--- src/rtl/mem_req_arbiter_pkg.sv ---
// mem_req_arbiter_pkg
// Shared definitions for the instruction/data memory request arbiter.
//   OWN_INST / OWN_DATA : owner tags stored per outstanding transaction
//   MEM_ADDR_W / MEM_DATA_W : memory port address and data widths
package mem_req_arbiter_pkg;

    localparam int MEM_ADDR_W = 32;
    localparam int MEM_DATA_W = 32;

    typedef logic owner_t;

    localparam owner_t OWN_INST = 1'b0;
    localparam owner_t OWN_DATA = 1'b1;

endpackage

--- src/rtl/mem_req_arbiter_owner_fifo.sv ---
// owner_fifo
// One-bit-wide synchronous FIFO recording which channel issued each
// outstanding memory request, so in-order responses can be routed back.
// Ports:
//   clk, resetn         : clock, asynchronous active-low reset
//   push, push_owner    : enqueue an owner tag (ignored when full)
//   pop                 : dequeue the head tag (ignored when empty)
//   head_owner          : owner tag at the head of the queue
//   full, empty, count  : occupancy status
module owner_fifo
    import mem_req_arbiter_pkg::*;
#(
    parameter int DEPTH = 4
) (
    input  logic                       clk,
    input  logic                       resetn,
    input  logic                       push,
    input  owner_t                     push_owner,
    input  logic                       pop,
    output owner_t                     head_owner,
    output logic                       full,
    output logic                       empty,
    output logic [$clog2(DEPTH):0]     count
);

    localparam int PTR_W = $clog2(DEPTH);
    localparam int CNT_W = PTR_W + 1;

    logic [DEPTH-1:0] slots;
    logic [PTR_W-1:0] wr_ptr;
    logic [PTR_W-1:0] rd_ptr;
    logic             do_push;
    logic             do_pop;

    assign full       = (count == CNT_W'(DEPTH));
    assign empty      = (count == '0);
    assign do_push    = push & ~full;
    assign do_pop     = pop & ~empty;
    assign head_owner = slots[rd_ptr];

    // DEPTH is a power of two, so the pointers wrap naturally.
    always_ff @(posedge clk or negedge resetn) begin
        if (!resetn) begin
            slots  <= '0;
            wr_ptr <= '0;
            rd_ptr <= '0;
            count  <= '0;
        end else begin
            if (do_push) begin
                slots[wr_ptr] <= push_owner;
                wr_ptr        <= wr_ptr + 1'b1;
            end
            if (do_pop) begin
                rd_ptr <= rd_ptr + 1'b1;
            end
            if (do_push && !do_pop) begin
                count <= count + 1'b1;
            end else if (do_pop && !do_push) begin
                count <= count - 1'b1;
            end
        end
    end

endmodule

--- src/rtl/mem_req_arbiter.sv ---
// mem_req_arbiter
// Merges the core's instruction-fetch and data-access request channels onto
// a single variable-latency memory port. Data normally wins arbitration; a
// starvation counter forces a fetch through after STARVE_LIMIT consecutive
// data grants. Up to OWN_DEPTH accepted requests may be outstanding; their
// in-order responses are steered back to the issuing channel one cycle
// after mem_rvalid.
// Ports:
//   clk, resetn                 : clock, asynchronous active-low reset
//   inst_sram_*                 : fetch request channel (req/addr/addr_ok/data_ok/rdata)
//   data_sram_*                 : data request channel (req/wr/wstrb/addr/wdata/addr_ok/data_ok/rdata)
//   mem_req/we/addr/wdata/gnt   : shared memory request port
//   mem_rvalid/rdata            : shared in-order memory response port
module mem_req_arbiter
    import mem_req_arbiter_pkg::*;
#(
    parameter int OWN_DEPTH    = 4,
    parameter int STARVE_LIMIT = 4
) (
    input  logic                  clk,
    input  logic                  resetn,
    input  logic                  inst_sram_req,
    input  logic [MEM_ADDR_W-1:0] inst_sram_addr,
    output logic                  inst_sram_addr_ok,
    output logic                  inst_sram_data_ok,
    output logic [MEM_DATA_W-1:0] inst_sram_rdata,
    input  logic                  data_sram_req,
    input  logic                  data_sram_wr,
    input  logic [3:0]            data_sram_wstrb,
    input  logic [MEM_ADDR_W-1:0] data_sram_addr,
    input  logic [MEM_DATA_W-1:0] data_sram_wdata,
    output logic                  data_sram_addr_ok,
    output logic                  data_sram_data_ok,
    output logic [MEM_DATA_W-1:0] data_sram_rdata,
    output logic                  mem_req,
    output logic [3:0]            mem_we,
    output logic [MEM_ADDR_W-1:0] mem_addr,
    output logic [MEM_DATA_W-1:0] mem_wdata,
    input  logic                  mem_gnt,
    input  logic                  mem_rvalid,
    input  logic [MEM_DATA_W-1:0] mem_rdata
);

    localparam int SW = $clog2(STARVE_LIMIT + 1);

    logic [SW-1:0]              starve_cnt;
    logic                       starved;
    logic                       inst_wins;
    logic                       accept;
    logic                       rsp_pop;
    owner_t                     head_owner;
    logic                       own_full;
    logic                       own_empty;
    logic [$clog2(OWN_DEPTH):0] unused_own_count;

    assign starved = (starve_cnt == SW'(STARVE_LIMIT));

    // Inst only wins when data is idle or the fetch side has been starved.
    assign inst_wins = inst_sram_req & (~data_sram_req | starved);

    // Gating with resetn keeps the port quiet while reset is held low,
    // independent of whatever the core drives on its request lines.
    assign mem_req   = (inst_sram_req | data_sram_req) & ~own_full & resetn;
    assign mem_addr  = inst_wins ? inst_sram_addr : data_sram_addr;
    assign mem_wdata = inst_wins ? '0 : data_sram_wdata;
    assign mem_we    = (!inst_wins && data_sram_wr) ? data_sram_wstrb : 4'h0;

    assign accept            = mem_req & mem_gnt;
    assign inst_sram_addr_ok = accept & inst_wins;
    assign data_sram_addr_ok = accept & ~inst_wins;

    // A response with nothing outstanding is a protocol error and is dropped.
    assign rsp_pop = mem_rvalid & ~own_empty;

    owner_fifo #(
        .DEPTH (OWN_DEPTH)
    ) u_owner_fifo (
        .clk        (clk),
        .resetn     (resetn),
        .push       (accept),
        .push_owner (inst_wins ? OWN_INST : OWN_DATA),
        .pop        (rsp_pop),
        .head_owner (head_owner),
        .full       (own_full),
        .empty      (own_empty),
        .count      (unused_own_count)
    );

    // Counts data grants taken while a fetch is waiting; any cycle without a
    // pending fetch, or a fetch grant, restarts the count.
    always_ff @(posedge clk or negedge resetn) begin
        if (!resetn) begin
            starve_cnt <= '0;
        end else if (!inst_sram_req || inst_sram_addr_ok) begin
            starve_cnt <= '0;
        end else if (data_sram_addr_ok && !starved) begin
            starve_cnt <= starve_cnt + 1'b1;
        end
    end

    // Responses are registered: data_ok pulses the cycle after mem_rvalid,
    // and each channel's rdata holds its last value between pulses.
    always_ff @(posedge clk or negedge resetn) begin
        if (!resetn) begin
            inst_sram_data_ok <= 1'b0;
            data_sram_data_ok <= 1'b0;
            inst_sram_rdata   <= '0;
            data_sram_rdata   <= '0;
        end else begin
            inst_sram_data_ok <= rsp_pop & (head_owner == OWN_INST);
            data_sram_data_ok <= rsp_pop & (head_owner == OWN_DATA);
            if (rsp_pop && head_owner == OWN_INST) begin
                inst_sram_rdata <= mem_rdata;
            end
            if (rsp_pop && head_owner == OWN_DATA) begin
                data_sram_rdata <= mem_rdata;
            end
        end
    end

endmodule
--- config.mk ---
export PLATFORM = sky130hd
export DESIGN_NAME = mem_req_arbiter
export DESIGN_NICKNAME = d
export VERILOG_FILES = /design/src/rtl/mem_req_arbiter_pkg.sv /design/src/rtl/mem_req_arbiter_owner_fifo.sv /design/src/rtl/mem_req_arbiter.sv
export SDC_FILE = /design/constraint.sdc
export NUM_CORES = 1
export LEC_CHECK = 0
export CAP_MARGIN = 10
export CORE_UTILIZATION = 30
export DETAILED_ROUTE_END_ITERATION = 7
export PLACE_DENSITY_LB_ADDON = 0.1
export SYNTH_ARGS = -nofsm -noshare
export SYNTH_HDL_FRONTEND = slang
export SYNTH_SLANG_ARGS = --single-unit
--- constraint.sdc ---
create_clock -name clk -period 3.41 [get_ports clk]
set_clock_uncertainty 0.1 [all_clocks]
set_input_delay 0.341 -clock clk [delete_from_list [all_inputs] [get_ports clk]]
set_output_delay 0.341 -clock clk [all_outputs]
set_load 0.03 [all_outputs]
### After elaboration in Yosys (flattened, before gate mapping)

Index checks and enable logic that the tools add are counted.
Widths: inputs -> output; s select.

* flip-flop bits (word level): 80
* input port bits: 139
* logic and storage cells: 66

* add/sub/neg operators: 5
* $lt $le $gt $ge: 3
* equality and inequality tests: 2
* mux-type cells: 13
* bitwise gates (word level): 18
* reduce and logical (&&, ||, !) cells: 16

Operator list (number)
* $mux 32: 2
* $mux 3: 4
* $and 1x1->1: 11
* $logic_and 1x1->1: 7
* $add 3x1->3 const B: 2
* $eq 3x3->1 const B: 2
* $lt 2x3->1 const B: 2
* $logic_not 1->1: 5
* $not 1->1: 5
* $add 2x1->2 const B: 2
* $bwmux 4: 1
* $mux 4: 1
* $reduce_bool 2->1: 2
* $logic_not 3->1: 1
* $mux 1: 3
* $sub 3x1->3 const B: 1
* $bmux 1 s2: 1
* $demux 1 s2: 1
* $ge 2x1->1 const B: 1
* $or 1x1->1: 2
* $logic_or 1x1->1: 1

### Logic depth before layout (Yosys ltp)

* depth after elaboration: 10
* mapped depth: 10
* mapped depth without buffers: 9

### Hierarchy

A second synthesis with hierarchy kept.

* cell total of the unflattened synthesis: 299
* area, all modules: 4080.2 µm²

By module, submodules not included
* mem_req_arbiter: instances 1, cells an instance 246, area each 3477.1 µm², seq. area each 1726.7 µm²
* owner_fifo: instances 1, cells an instance 53, area each 603.1 µm², seq. area each 275.3 µm²

### Least setup slack after synthesis

No wires, ideal clock.

* path kind: reg-to-reg
* from: register u_owner_fifo.count[0]
* to: register u_owner_fifo.count[1]
* arrival: 2181 ps
* path slack: 1004 ps
* cell stages (with the launch flop): 9
* clock period less this slack: 2406 ps
* path through: dfrtp_1 > or3b_2 > clkbuf_1 > nand2_1 > inv_2 > ha_1 > inv_1 > fa_1 > mux2_2

* cells in the longest elaborated chain, start to end: 9

Ends and longest elaborated chain
* from (decl): RTL line mem_req_arbiter_owner_fifo.sv:23 `output logic [$clog2(DEPTH):0] count`
* from (signal assigned): RTL line mem_req_arbiter_owner_fifo.sv:57 `count <= count + 1'b1;`
* from (signal assigned): RTL line mem_req_arbiter_owner_fifo.sv:59 `count <= count - 1'b1;`
* $eq 3x3->1 (*): RTL line mem_req_arbiter_owner_fifo.sv:35 `assign full = (count == CNT_W'(DEPTH));`
* $not 1->1 (*): RTL line mem_req_arbiter_owner_fifo.sv:37, mem_req_arbiter.sv:63
* $and 1x1->1 (2 in series): RTL line mem_req_arbiter.sv:63 `assign mem_req = (inst_sram_req | data_sram_req) & ~own_full & resetn;`
* $and 1x1->1: RTL line mem_req_arbiter.sv:68 `assign accept = mem_req & mem_gnt;`
* $and 1x1->1 (*): RTL line mem_req_arbiter_owner_fifo.sv:37 `assign do_push = push & ~full;`
* named net u_owner_fifo.do_push: RTL line mem_req_arbiter_owner_fifo.sv:32 `logic do_push;`
* $logic_not 1->1: RTL line mem_req_arbiter_owner_fifo.sv:58 `end else if (do_pop && !do_push) begin`
* $logic_and 1x1->1: RTL line mem_req_arbiter_owner_fifo.sv:58
* $reduce_bool 2->1 (no source line)

Mark *: on every way through the listed nets, which the timed path passes. The rest lies on a longest branch. The select of a mux whose other input is x is not followed.
A chain may end at the register's enable or synchronous reset.

### Worst setup path in the final report

* from: register starve_cnt[0]
* to: output port mem_we[0]

* cells in the longest elaborated chain, start to end: 6

Ends and longest elaborated chain
* from (decl): RTL line mem_req_arbiter.sv:46 `logic [SW-1:0] starve_cnt;`
* from (signal assigned): RTL line mem_req_arbiter.sv:97 `starve_cnt <= starve_cnt + 1'b1;`
* $eq 3x3->1: RTL line mem_req_arbiter.sv:56 `assign starved = (starve_cnt == SW'(STARVE_LIMIT));`
* $or 1x1->1: RTL line mem_req_arbiter.sv:59 `assign inst_wins = inst_sram_req & (~data_sram_req | starved);`
* $and 1x1->1: RTL line mem_req_arbiter.sv:59
* $logic_not 1->1: RTL line mem_req_arbiter.sv:66 `assign mem_we = (!inst_wins && data_sram_wr) ? data_sram_wstrb : 4'h0;`
* $logic_and 1x1->1: RTL line mem_req_arbiter.sv:66
* $mux 4: RTL line mem_req_arbiter.sv:66
* to (decl): RTL line mem_req_arbiter.sv:36 `output logic [3:0] mem_we,`

Every way passes these cells.

==> flow_results.org <==
** Global route
- All-Layer GR Usage :: 0.187
- Entering global routing, the biggest net connects 45 pins.
- The first global-routing pass estimated approximately 20 mm of wire.
- Remaining global-route overflow :: 0
- The initial antenna violation count was 1.
- Via count of the first global-routing pass :: 3571

** Timing
- Final setup violating endpoints :: 0
- Final-report max-slew violation count :: 0
- Of the available clock period, the critical path in the final layout requires 0.943.
- For this run, the top clock speed supported by timing is slightly above 300 MHz.
- Setup repair after global routing missed its margin :: no
- Final-layout setup total negative slack :: 0 ps
- Rel. slew slack :: 0.444
- The worst path in the final design needs a cycle of 3220 ps, including I/O delays and setup.
- The count of endpoints failing hold in the final timing report is 0.
- Transition time at the pin with the least slew margin :: 833 ps

** Pwr
- The share of total power dissipated in combinational logic is 0.566.
- Of the total power, the clock network draws 0.149.
- Leakage power of the design :: 2.97 nW
- Power spread over the standard cell area amounts to 825 nW/um2.
- The design draws between 5 and 6 mW.
- Cell internal power dissipation :: ~3.6 mW
- Of the total power, the share spent switching nets is 0.389.
- IR drop worst, VDD :: 0.268 mV
- For this design the total switching power over the nets is 2.31 mW.
- Sequential fraction of design power :: 0.284

** Floorplanning
- # rows :: between 40 and 50
- Die height :: approximately 120 um
- I/O Pins :: around 280
- For this configuration, the core starts out at a cell density of 0.314.
- Core footprint :: 12800 um2
- Chip width :: 118 um
- The floorplan step defined a die boundary enclosing 13900 um2.

** Setup path
- Element type at the critical path start :: flip-flop
- The worst setup path is of the flip-flop to primary output kind.
- Highest fanout seen on the critical path :: 37
- Data on the critical path arrives at its endpoint at around 2800 ps.
- The worst setup path is captured at a primary output.
- In this run the worst setup path begins at starve_cnt[0]$_DFFE_PN0P_.
- Reg2Reg Launch Point :: u_owner_fifo.count[0]$_DFFE_PN0P_
- At the worst endpoint, the required time is about 3000 ps.

** Clocking
- Clk Tree Root Cell :: clkbuf_16
- Later-pin clock latency in the skew report :: between 300 and 400 ps
- Buffer levels on the longest clock path :: 2
- Clock edge transition at the registers on the reported setup and hold paths :: around 60 ps
- TritonCTS built the clock tree.
- Number of buffers inserted to repair setup after CTS :: 0
- CTS built an H-tree with a depth of 3.
- The tree built by TritonCTS fans out to 80 sinks.
- The number of hold buffers added after CTS was 0.
- Total CTS buffers :: 9
- The number of gates resized after CTS was 0.

** Synthesis
- The most used flip-flop cell after synthesis is dfrtp_1.
- Each instance of the synthesized netlist takes up on average about 14 um2.
- The synthesized design contains 0 enable-type register cells.
- Async S/R FF share, synth :: 1.00
- Part of the Yosys area used for sequential elements :: 0.498
- The synthesized design contains 80 register bits.
- Summed instance area of the synthesized netlist :: roughly 4000 um2
- Yosys printed 0 warnings.
- The synthesized netlist contains 35 unique library cells.
- Synthesized Nets :: roughly 440
- Synthesis produced a netlist whose cell count is around 290.

** Place
- Summed over all nets, the half-perimeter wirelength after detailed placement is just over 10 mm.
- RePlAce Congestion :: about 0.81
- Port buffer count :: approximately 280
- After detailed placement, the total cell area comes to between 6000 and 7000 um2.

** Routing
- For this block, the initial DRC count from the detailed router was 125.
- The count of nets left with antenna violations once routing finished came out at 0.
- Summing over every cut layer, the via total after detailed routing is roughly 3.3k.
- After detailed routing, the number of remaining DRC violations is 0.
- Detailed-router iteration count before antenna repair :: 4
- Detail-routed net length per standard cell :: between 15 and 20 um
- Total wire length :: roughly 13 mm
- Via density per instance :: ~4.5

** Final layout
- Layout cell share with drive strength beyond 1 :: 0.214
- Fin util :: 0.561
- Number of nets at the end of the flow :: approximately 700
- Most common library cell in the layout ignoring fill and taps :: clkdlybuf4s50_1
- Layout area overhead :: 78.9%
- Top library cells by usage in the layout, fill and taps aside :: 274 x clkdlybuf4s50_1, 80 x dfrtp_1, 66 x mux2_2
- FILL cells :: 1084
- Finished layout cell area :: about 7200 um2
- Diodes inserted :: 0

** Flow run
- Max-cap violations in this run came to 0.

** Min path
- The path class of the tightest hold or removal check is primary input to asynchronous set/reset pin.

** Run status
- Outcome :: complete, no violations
-- layout make-up --
cell class | instances | area [um2] | area share
Timing Repair Buffer | 281 | 2810 | 0.390
Sequential cell | 80 | 2000 | 0.278
Inverter | 9 | 33.8 | 0.00469
Multi-Input combinational cell | 184 | 1870 | 0.259
Tap cell | 172 | 215 | 0.0299
Clock inverter | 4 | 28.8 | 0.00400
Clock buffer | 12 | 246 | 0.0342
-- critical path: stages (launching register included) --
cell and delay, ps:
dfrtp_1 390, inv_1 70, ha_1 210, nand2_1 130, a21bo_1 680, and3_1 260
clkdlybuf4s50_1 680
-- per-stage QoR --
stage / instances / worst slack (ps) / hold WS (ps)
2_1_floorplan: 288 / 1000 / -54.6
3_3_place_gp: 726 / 375 / 376
3_5_place_dp: 726 / 281 / 384
4_1_cts: 742 / 177 / 60.3
5_1_grt: 742 / 41.6 / 74.4
6_report: 742 / 194 / 36.6
-- flip-flops by register name (all words and copies together) (netlist names) --
signal	count
u_owner_fifo.count	3
inst_sram_data_ok	1
data_sram_data_ok	1
u_owner_fifo.wr_ptr	2
inst_sram_rdata	32
starve_cnt	3
u_owner_fifo.rd_ptr	2
data_sram_rdata	32
u_owner_fifo.slots	4
-- path summary, 6_finish.rpt --
path                       depth (start not counted)  slack, ps                                  to
hold / removal                                     2         40     data_sram_rdata[17]$_DFFE_PN0P_
max in group asynchronous                          3       2270   u_owner_fifo.count[0]$_DFFE_PN0P_
min in group clk                                   1        390  u_owner_fifo.rd_ptr[1]$_DFFE_PN0P_
setup / recovery                                   6        190                           mem_we[0]
hold reg to reg                                    1        390  u_owner_fifo.rd_ptr[1]$_DFFE_PN0P_
setup reg to reg                                   7        860   u_owner_fifo.count[1]$_DFFE_PN0P_
-- logic make-up after synthesis --
logic type                 share of synthesized area
DFF                                            0.498
xor gates and xnor gates                      0.0131
buffers and inverters                         0.0417
muxes                                          0.304
AOI/OAI and AO/OA                             0.0361
adders and majority gates                     0.0267
and+or+nand+nor                               0.0808
-- cell usage after synthesis (2+ instances only) --
cell	count	area, um2
o31ai_1	2	15.0
and3_1	4	25.0
o21ai_0	2	10.0
nor2_1	4	15.0
xnor2_1	4	35.0
mux2_2	66	743
dfrtp_1	80	2000
xor2_1	2	17.5
o211ai_1	2	15.0
inv_1	8	30.0
buf_2	5	25.0
nand2_1	6	22.5
buf_6	3	33.8
mux2_4	29	435
ha_1	7	87.6
mux2_1	2	22.5
buf_12	3	60.1
and2_1	32	200
a31oi_1	8	50.1
clkbuf_1	4	15.0
-- power by group through the flow --
stage | clock network [mW] | logic [mW] | registers (mW)
floorplan | 0 | 1.34 | 2.49
global placement | 0 | 3.37 | 1.69
detailed placement | 0 | 3.40 | 1.71
CTS | 0.921 | 3.41 | 1.70
global route | 0.958 | 3.53 | 1.76
finish | 0.888 | 3.36 | 1.69
-- routing by layer --
metal	track usage	wire length, um	vias up
met3	0.0664	1050	14
met4	0.0545	163	2
li1	-	-	1561
met2	0.335	6790	160
met5	0	13	-
met1	0.207	4990	1596
(Power assumes the default switching activity.)
